<file path="src/rtl/cpu_run_ctl_pkg.sv">
// Shared types for the CPU run/step controller.
// Opcodes, FSM states and stop causes.
package cpu_run_pkg;

    localparam int unsigned OP_W = 3;

    typedef enum logic [2:0] {
        OP_NOP   = 3'd0,
        OP_RUN   = 3'd1,
        OP_STEP  = 3'd2,
        OP_RUN_N = 3'd3,
        OP_STOP  = 3'd4,
        OP_RESET = 3'd5
    } op_t;

    typedef enum logic [2:0] {
        S_CPURST = 3'd0,
        S_IDLE   = 3'd1,
        S_RUN    = 3'd2,
        S_RUN_N  = 3'd3,
        S_HALTED = 3'd4
    } state_t;

    typedef enum logic [2:0] {
        C_NONE  = 3'd0,
        C_BRK   = 3'd1,
        C_HLT   = 3'd2,
        C_HOST  = 3'd3,
        C_COUNT = 3'd4,
        C_RESET = 3'd5
    } cause_t;

    // Opcodes that try to start execution.
    function automatic logic is_start_op(input logic [OP_W-1:0] op);
        return (op == OP_RUN) || (op == OP_STEP) || (op == OP_RUN_N);
    endfunction

    // Opcodes 6 and 7 are not defined.
    function automatic logic is_bad_op(input logic [OP_W-1:0] op);
        return op[2] && op[1];
    endfunction

endpackage

</file>
<file path="src/rtl/cpu_run_ctl_if.sv">
// Host command channel for the run controller.
// Valid/ready handshake carrying opcode and run count.
interface cpu_run_ctl_if #(
    parameter int CNT_W = 16
);
    logic             cmd_valid;
    logic             cmd_ready;
    logic [2:0]       cmd_op;
    logic [CNT_W-1:0] cmd_count;

    modport master (
        output cmd_valid,
        output cmd_op,
        output cmd_count,
        input  cmd_ready
    );

    modport slave (
        input  cmd_valid,
        input  cmd_op,
        input  cmd_count,
        output cmd_ready
    );
endinterface

</file>
<file path="src/rtl/cpu_run_ctl.sv">
// Run/step scheduler for the 8-bit CPU core.
// Gates CPU cycles, sequences CPU reset, stops on brk/hlt.
module cpu_run_ctl
    import cpu_run_pkg::*;
#(
    parameter int CNT_W      = 16,
    parameter int RST_CYCLES = 4
) (
    input  logic        clk,
    input  logic        rst,
    cpu_run_ctl_if.slave cmd,
    input  logic        brk,
    input  logic        hlt,
    output logic        cpu_clk_en,
    output logic        cpu_rst,
    output logic        ctrlen,
    output state_t      state,
    output cause_t      stop_cause,
    output logic        cmd_err,
    output logic [31:0] cycle_cnt
);

    localparam int RC_W = (RST_CYCLES > 1) ? $clog2(RST_CYCLES) : 1;
    localparam logic [RC_W-1:0] RC_LAST = RC_W'(RST_CYCLES - 1);
    localparam logic [CNT_W-1:0] CNT_ONE = CNT_W'(1);

    logic [CNT_W-1:0] count;
    logic [RC_W-1:0]  rst_cnt;
    logic             brk_skip;

    logic running;
    logic acc;
    logic op_run;
    logic op_step;
    logic op_run_n;
    logic op_stop;
    logic op_reset;
    logic op_start;
    logic op_bad;
    logic brk_stop;

    // Decode handshake, command and cycle gate from registered state.
    always_comb begin
        running       = (state == S_RUN) || (state == S_RUN_N);
        cmd.cmd_ready = (state != S_CPURST);
        acc           = cmd.cmd_valid && cmd.cmd_ready;
        op_run        = acc && (cmd.cmd_op == OP_RUN);
        op_step       = acc && (cmd.cmd_op == OP_STEP);
        op_run_n      = acc && (cmd.cmd_op == OP_RUN_N);
        op_stop       = acc && (cmd.cmd_op == OP_STOP);
        op_reset      = acc && (cmd.cmd_op == OP_RESET);
        op_start      = acc && is_start_op(cmd.cmd_op);
        op_bad        = acc && is_bad_op(cmd.cmd_op);
        brk_stop      = brk && !brk_skip;
        cpu_clk_en    = running && !hlt && !brk_stop;
    end

    // Controller FSM with run counter, reset pulse and cycle counter.
    always_ff @(posedge clk) begin
        if (rst) begin
            state      <= S_CPURST;
            stop_cause <= C_RESET;
            cpu_rst    <= 1'b1;
            ctrlen     <= 1'b0;
            cmd_err    <= 1'b0;
            cycle_cnt  <= '0;
            count      <= '0;
            rst_cnt    <= '0;
            brk_skip   <= 1'b0;
        end else begin
            cmd_err <= op_bad || (op_start && (state != S_IDLE));

            if (cpu_clk_en) begin
                cycle_cnt <= cycle_cnt + 32'd1;
                brk_skip  <= 1'b0;
                if (state == S_RUN_N) begin
                    count <= count - CNT_ONE;
                end
            end

            unique case (state)
                S_CPURST: begin
                    cycle_cnt <= '0;
                    if (rst_cnt == RC_LAST) begin
                        state   <= S_IDLE;
                        cpu_rst <= 1'b0;
                    end else begin
                        rst_cnt <= rst_cnt + 1'b1;
                    end
                end
                S_IDLE: begin
                    if (op_run) begin
                        state      <= S_RUN;
                        ctrlen     <= 1'b1;
                        stop_cause <= C_NONE;
                        brk_skip   <= 1'b1;
                    end else if (op_step) begin
                        state      <= S_RUN_N;
                        ctrlen     <= 1'b1;
                        count      <= CNT_ONE;
                        stop_cause <= C_NONE;
                        brk_skip   <= 1'b1;
                    end else if (op_run_n) begin
                        if (cmd.cmd_count == '0) begin
                            stop_cause <= C_COUNT;
                        end else begin
                            state      <= S_RUN_N;
                            ctrlen     <= 1'b1;
                            count      <= cmd.cmd_count;
                            stop_cause <= C_NONE;
                            brk_skip   <= 1'b1;
                        end
                    end
                end
                S_RUN, S_RUN_N: begin
                    if (hlt) begin
                        state      <= S_HALTED;
                        ctrlen     <= 1'b0;
                        stop_cause <= C_HLT;
                    end else if (brk_stop) begin
                        state      <= S_IDLE;
                        ctrlen     <= 1'b0;
                        stop_cause <= C_BRK;
                    end else if (op_stop) begin
                        state      <= S_IDLE;
                        ctrlen     <= 1'b0;
                        stop_cause <= C_HOST;
                    end else if ((state == S_RUN_N) && (count == CNT_ONE)) begin
                        state      <= S_IDLE;
                        ctrlen     <= 1'b0;
                        stop_cause <= C_COUNT;
                    end
                end
                S_HALTED: begin
                end
                default: begin
                    state <= S_CPURST;
                end
            endcase

            // Host reset overrides everything, including an issued cycle.
            if (op_reset) begin
                state      <= S_CPURST;
                stop_cause <= C_RESET;
                cpu_rst    <= 1'b1;
                ctrlen     <= 1'b0;
                cycle_cnt  <= '0;
                count      <= '0;
                rst_cnt    <= '0;
                brk_skip   <= 1'b0;
            end
        end
    end

endmodule

</file>
<file path="src/flat_wrapper.sv">
// flat-port wrapper written by rule: the top's interface ports become plain ports
module cpu_run_ctl_flat import cpu_run_pkg::*;
#(
    parameter int CNT_W      = 16,
    parameter int RST_CYCLES = 4
)
  (clk, rst, brk, hlt, cpu_clk_en, cpu_rst, ctrlen, state, stop_cause, cmd_err, cycle_cnt, cmd_cmd_valid, cmd_cmd_op, cmd_cmd_count, cmd_cmd_ready);
  cpu_run_ctl_if #(.CNT_W(CNT_W)) cmd_i ();
  input  logic clk;
  input  logic rst;
  input  logic brk;
  input  logic hlt;
  output logic cpu_clk_en;
  output logic cpu_rst;
  output logic ctrlen;
  output state_t state;
  output cause_t stop_cause;
  output logic cmd_err;
  output logic [31:0] cycle_cnt;
  input wire logic [$bits(cmd_i.cmd_valid)-1:0] cmd_cmd_valid;
  input wire logic [$bits(cmd_i.cmd_op)-1:0] cmd_cmd_op;
  input wire logic [$bits(cmd_i.cmd_count)-1:0] cmd_cmd_count;
  output wire logic [$bits(cmd_i.cmd_ready)-1:0] cmd_cmd_ready;
  assign cmd_i.cmd_valid = cmd_cmd_valid;
  assign cmd_i.cmd_op = cmd_cmd_op;
  assign cmd_i.cmd_count = cmd_cmd_count;
  assign cmd_cmd_ready = cmd_i.cmd_ready;
  cpu_run_ctl #(.CNT_W(CNT_W), .RST_CYCLES(RST_CYCLES)) u_core (.clk(clk), .rst(rst), .cmd(cmd_i), .brk(brk), .hlt(hlt), .cpu_clk_en(cpu_clk_en), .cpu_rst(cpu_rst), .ctrlen(ctrlen), .state(state), .stop_cause(stop_cause), .cmd_err(cmd_err), .cycle_cnt(cycle_cnt));
endmodule
</file>
<file path="config.mk">
export PLATFORM = sky130hd
export DESIGN_NAME = cpu_run_ctl_flat
export DESIGN_NICKNAME = d
export VERILOG_FILES = /design/src/rtl/cpu_run_ctl_pkg.sv /design/src/rtl/cpu_run_ctl_if.sv /design/src/rtl/cpu_run_ctl.sv /design/src/flat_wrapper.sv
export SDC_FILE = /design/constraint.sdc
export NUM_CORES = 1
export LEC_CHECK = 0
export CAP_MARGIN = 10
export CORE_MARGIN = 3
export CORE_UTILIZATION = 60
export DETAILED_ROUTE_END_ITERATION = 10
export DONT_BUFFER_PORTS = 1
export PLACE_DENSITY = 0.76
export SYNTH_ARGS = -nofsm -noshare
export SYNTH_HDL_FRONTEND = slang
export SYNTH_SLANG_ARGS = --single-unit
</file>
<file path="constraint.sdc">
create_clock -name clk -period 3.9 [get_ports clk]
set_input_delay 0.585 -clock clk [delete_from_list [all_inputs] [get_ports clk]]
set_output_delay 0.585 -clock clk [all_outputs]
set_load 0.02 [all_outputs]
</file>
==> impl_metrics.py <==
metrics = {
    "min_path": {
        "hold_class": "primary input to register",
    },
    "setup_path": {
        "cp-end-kind": "register",
        "r2r_slack_ps": 1290,
        "endpoint": "u_core.cycle_cnt[27]",
        "crit_path_start": "u_core.state[1]",
        "worstPathArrival_ps": 2860,
        "crit_family": "simple AND/OR/NAND/NOR gates",
        "required_ps": 4160,
        "r2r_start": "u_core.state[1]",
        "crit_type": "register to register",
        "critical_path.max_fanout": 17,
        "r2r-end": "u_core.cycle_cnt[27]",
        "slowest_stage": "dfxtp_1",
        "max_stage_delay_ps": 750,
        "worst-path-stages": 5,
        "ff2ff_path_depth": 5,
        "start_kind": "register",
        "cp_num_buf_inv": 0,
        "path_cells": "nor3b_4, nand3_1, or4_1, or3_1, a21oi_1",
    },
    "layout": {
        "num_antenna_cells": 0,
        "layout_common_cells": "60 x dfxtp_1, 34 x nor2_1, 24 x a21oi_1",
        "areaGrowthSynthToFinish_pct": 6.913,
        "nets": 399,
        "nFillCells": 399,
        "drive_above_1_share_pct": 6.915,
        "layout_commonest_cell": "dfxtp_1",
        "fin_area_sq_mm": 0.003367,
        "stdcell_count": 443,
    },
    "timing": {
        "fin_crit_sh_pct": 66.80,
        "tns_ps": 0,
        "grt_setup_unrepaired": "false",
        "fin_skew_ps": 12.40,
        "hold_ws_ps": 323.9,
        "layout_min_cycle_time_ps": 2605,
        "worst_pin_slew_ps": 897.8,
        "finalMaxSlewViolations": 0,
        "maxSlewHeadroom_pct": 39.82,
        "finalHoldViolCount": 0,
        "finalSetupViolCount": 0,
        "fmax_mhz": 383.8,
    },
    "cts": {
        "h-tree-depth": 3,
        "cts_buffers": 9,
        "insertion_delay_ps": 340,
        "root_buffer": "clkbuf_8",
        "cts_resized": 0,
        "cts.sinks": 60,
        "cts_tree": "done",
        "clockBufferDepth": 2,
        "cts-hold-fix-buffers": 0,
        "post_cts_buffers": 0,
        "path_clk_slew_ps": 70,
    },
    "logic_synthesis": {
        "seq_area_frac_synth_pct": 38.14,
        "yosysTopAreaCell": "dfxtp_1",
        "yosys-top-cells-area": "dfxtp_1 38%, xnor2_1 4.4%, xor2_1 4.2%",
        "synthArstFlopShare_pct": 0,
        "syn_area_sq_mm": 0.003149,
        "synth_edf_count": 0,
        "synthCells": 378,
        "synth_top_area_share_pct": 38.14,
        "ys_warn_count": 0,
        "synth_nets": 406,
        "ys_seq_elements": 60,
        "ys.flop_type": "dfxtp_1",
        "syn_avg_cell_area_sq_um": 8.331,
        "synth.distinct_cells": 49,
    },
    "route": {
        "wl_mm": 7.237,
        "wl_per_cell_microns": 16.34,
        "postRouteAntennaNets": 0,
        "dr.pass1.iters": 4,
        "num_vias": 2772,
        "drt_iter0_drc": 141,
        "drc_errors": 0,
        "via_per_inst": 6.257,
    },
    "power": {
        "switchingPower_uw": 340.6,
        "power.leakage_uw": 0.001056,
        "pwr_density_cell_mw_per_mm2": 405.0,
        "swShare_pct": 24.97,
        "combPwrFrac_pct": 6.3,
        "peakVddDrop_mv": 0.2333,
        "p_seq_share_pct": 47.3,
        "internal_power_uw": 1023,
        "clockPowerShare_pct": 46.4,
    },
    "floorplanning": {
        "initial_core_util_pct": 64.13,
        "die_w_microns": 78.45,
        "rows": 25,
        "die_h_microns": 78.45,
        "dieArea_sq_mm": 0.006154,
        "core-area_sq_mm": 0.004911,
        "io_pins": 67,
    },
    "place": {
        "dpl_cell_area_sq_mm": 0.003143,
        "io_buffers": 0,
        "dp_cells": 427,
        "place_congestion": 0.9304,
        "dp_hpwl_mm": 5.206,
    },
    "global_routing": {
        "grt_pass1_vias": 2576,
        "antenna_found_initial": 0,
        "overflow": 0,
        "grt_start_max_net_pins": 33,
        "grt_pass1_wl_mm": 12.06,
        "grt_util_all_layers_pct": 24.44,
    },
    "status": {
        "outcome": "finished, final reports clean",
    },
    "flow_run": {
        "maxCapViolations": 0,
    },
}
## metrics by stage
stage / total power [uW] / utilization (%) / setup WS [ps]
2_1_floorplan: 739.5 / - / 1623
3_3_place_gp: 743.0 / 64.00 / 1384
3_5_place_dp: 745.5 / 64.00 / 1337
4_1_cts: 1373 / 68.56 / 1275
5_1_grt: 1419 / 68.56 / 1034
6_report: 1364 / 68.56 / 1295
## how the worst min path moves through the flow
stage,start,end,slack (ps),depth (start not counted)
after detailed placement,u_core.rst_cnt[1],u_core.rst_cnt[1],470,2
after CTS,rst,u_core.cmd_err,310,1
final,rst,u_core.cmd_err,320,1
after global placement,u_core.rst_cnt[1],u_core.rst_cnt[1],470,2
after floorplan,u_core.rst_cnt[1],u_core.rst_cnt[1],460,2
after global routing,rst,u_core.cmd_err,320,1
## routing by layer
| metal | share of wire (%) | up-vias | track usage [%] |
|---|---|---|---|
| li1 | - | 1373 | - |
| met1 | 43 | 1298 | 29.72 |
| met2 | 49 | 90 | 40.75 |
| met3 | 7.1 | 11 | 5.963 |
| met4 | 1.6 | 0 | 11.01 |
| met5 | 0 | - | 0 |
## kinds of logic (layout without fill, tap and decap cells)
family	Yosys count	after routing	share of synthesized area, %
buffers and inverters	28	26	4.171
AO/OA/AOI/OAI	77	77	15.77
XOR/XNOR	31	31	8.621
multiplexers	1	1	0.3179
AND/OR/NAND/NOR	177	177	31.39
adder cells (fa/ha/maj)	4	4	1.589
flip-flops	60	60	38.14
## layout make-up
class | count | area [sq um] | area share [%]
clock inverters | 7 | 100.1 | 2.973
repair buffers | 1 | 7.507 | 0.2230
multi-input cells | 290 | 1817 | 53.96
flip-flops and latches | 60 | 1201 | 35.67
inverters | 9 | 33.78 | 1.003
clock buffers | 9 | 123.9 | 3.679
well taps | 67 | 83.83 | 2.490
## power groups by stage
stage          combinational (uW)  clock, uW  sequential [uW]
2_1_floorplan                85.8          0              654
3_3_place_gp                 83.6          0              659
3_5_place_dp                 86.1          0              659
4_1_cts                      85.8        641              646
5_1_grt                       101        670              648
6_report                     86.0        632              646
## flip-flops by register name (all words and copies together) (netlist names)
name and count:
u_core.cycle_cnt 32, u_core.count 16, u_core.state 3, u_core.stop_cause 3
u_core.rst_cnt 2, u_core.brk_skip 1, u_core.cmd_err 1, u_core.cpu_rst 1
u_core.ctrlen 1
## Yosys cell counts (6+ instances only)
| master | number |
|---|---|
| xnor2_1 | 16 |
| and4_1 | 6 |
| nor2_1 | 34 |
| dfxtp_1 | 60 |
| nor4_1 | 10 |
| xor2_1 | 15 |
| a21oi_1 | 24 |
| inv_1 | 9 |
| nand3_1 | 20 |
| nand4_1 | 14 |
| o21ai_0 | 20 |
| and3_1 | 6 |
| nor3_1 | 17 |
| or3_1 | 16 |
| nand2_1 | 23 |
| clkbuf_1 | 12 |
No activity file was read; power rests on OpenSTA's default activity.
==> variant (same flow settings) <==
Remove the register `cmd_err`: a continuous assignment takes its place, so the output `cmd_err` follows one clock earlier.
--- a/src/rtl/cpu_run_ctl.sv
+++ b/src/rtl/cpu_run_ctl.sv
@@ -62,13 +62,11 @@
             stop_cause <= C_RESET;
             cpu_rst    <= 1'b1;
             ctrlen     <= 1'b0;
-            cmd_err    <= 1'b0;
             cycle_cnt  <= '0;
             count      <= '0;
             rst_cnt    <= '0;
             brk_skip   <= 1'b0;
         end else begin
-            cmd_err <= op_bad || (op_start && (state != S_IDLE));
 
             if (cpu_clk_en) begin
                 cycle_cnt <= cycle_cnt + 32'd1;
@@ -152,5 +150,7 @@
         end
     end
 
+    assign cmd_err = op_bad || (op_start && (state != S_IDLE));
+
 endmodule
 
Formal check against the unedited RTL: not equivalent (Yosys sat finds a counterexample within 10 cycles, from zero or initial values and one cycle with rst high).
==> variant against the unedited design <==
Combinational power is 43% higher; sequential cell count down 1; area after synthesis is 2.0% higher; cell area is 0.74% higher; routed wire length is 2.0% higher; via count rose by 2.3%; power is 0.56% lower; first-iteration DRC count increased by 27%; worst setup slack got worse by 170 ps; non-clock buffer count is 1 higher; critical path depth shrank 3.
==> variant: results (changes against the unedited design) <==
Final layout
The share of cells above drive strength 1 was 0.0849 (+0.0157). The number of nets in the layout was 400 (+0.25%). The layout filler cell count came to 479 (+20%).

Setup path
The data arrival time of the critical path is 2190 ps (-670 ps). The delay of the slowest critical-path stage is 730 ps (-20 ps). The cell with the biggest individual delay on the critical path is sky130_fd_sc_hd__dfxtp_1.

The biggest fanout along the worst timing path was 16 (-1). Tracing the worst setup path back leads to its startpoint at u_core.state[1]$_SDFFE_PP0P_.

CTS
The clock input transition at the sequential cells of the worst setup and hold paths is 70 ps (about the same). The buffers inserted during post-CTS setup optimization was 0 (unchanged). The number of levels in the clock H-tree is 3 (unchanged). The post-cts sizing count is 0 (unchanged).

Detailed routing
The number of design-rule violations left by the first detailed-router iteration came to 179 (+27%). The post-detailed-route via-to-cell ratio is 6.34 (+1.4%). The mean routed wirelength per cell was 16.5 um (+1.1%).

Place
The final weighted congestion in routability-driven placement came to 0.880 (-5.4%). The setup slack after placement is 1230 ps (-106 ps). The sum of net half-perimeters after detailed placement is 5300 um (+1.8%).

Synthesis
After synthesis, the cell types taking the most area are sky130_fd_sc_hd__dfxtp_1 37%, sky130_fd_sc_hd__xor2_1 4.9%, sky130_fd_sc_hd__nor2_1 4.6%. Counting instances in the post-synthesis netlist gives the leading cell types as 59 x sky130_fd_sc_hd__dfxtp_1, 39 x sky130_fd_sc_hd__nor2_1, 26 x sky130_fd_sc_hd__nand2_1. The proportion of synthesized chip area in sequential cells is 0.368 (-0.0138).

The async set-or-reset flop fraction in the synthesized netlist is 0 (unchanged). The number of distinct library cells after synthesis is 60 (+22%).

STA
The final worst-path cycle share came to 0.712 (+0.0437). The slew at the pin with the worst max-slew slack is 656 ps (-242 ps). The setup clock skew after layout came to 4.86 ps (-7.54 ps).

Global route
The global-route usage over all layers is 0.242 (-0.00262). The wire length of the first global-routing pass is 12000 um (-0.35%). The via count of the first global-routing pass is 2555 (-0.82%).

The maximum number of pins on one net before global-route repair was 30 (-9.1%).

Run status
The run finished with clean final reports.

Pwr
The peak ir drop on the vdd network came to 0.262 mV (+13%). The leakage power summed over all cells came to 1.12 nW (+6.5%).

Hold path
The launch point of the worst hold path is cmd_cmd_count[14].
variant: worst max-delay path: cells and delay by family, from the launching register on:
kind | cells | cell delay, ps
and+or+nand+nor | 2 | 1120
DFF | 1 | 730
variant: power breakdown:
group / internal (mW) / switching [mW]
clock: 0.349 / 0.238
sequential: 0.620 / 0.0268
combinational: 0.0435 / 0.0791
variant: kinds of logic after synthesis:
kind of cell	Yosys count	synth area share
xor+xnor	31	0.0845
buf+inv	29	0.0522
simple gates	176	0.309
mux	1	0.00312
compound gates	78	0.168
flops	59	0.368
fa+ha+maj	4	0.0156
variant: cell type report:
class	count	share of cell area
Sequential cell	59	0.348
Clock inverter	1	0.00885
Multi-Input combinational cell	290	0.550
Inverter	10	0.0111
Tap cell	70	0.0258
Timing Repair Buffer	2	0.00443
Clock buffer	15	0.0520
variant: layer usage:
| metal | vias to the layer above | share of wire | wire length (um) | track usage |
|---|---|---|---|---|
| li1 | 1392 | - | - | - |
| met1 | 1338 | 0.42 | 3120 | 0.283 |
| met2 | 93 | 0.49 | 3630 | 0.411 |
| met3 | 12 | 0.071 | 523 | 0.0703 |
| met4 | 0 | 0.015 | 113 | 0.101 |
| met5 | - | 0 | 0 | 0 |
variant: through the flow:
| stage | instances | area [sq um] | util |
|---|---|---|---|
| after floorplan | 378 | 3210 | - |
| after global placement | 431 | 3190 | 0.620 |
| after detailed placement | 431 | 3190 | 0.620 |
| after CTS | 447 | 3390 | 0.660 |
| after global routing | 447 | 3390 | 0.660 |
| final | 447 | 3390 | 0.660 |
variant: worst paths after layout:
check	end	slack, ps
max	cpu_clk_en	1120
min	u_core.count[14]$_SDFF_PP0_	360
max reg2reg	u_core.cycle_cnt[31]$_SDFFE_PP0P_	1200
min reg2reg	u_core.brk_skip$_SDFF_PP0_	480
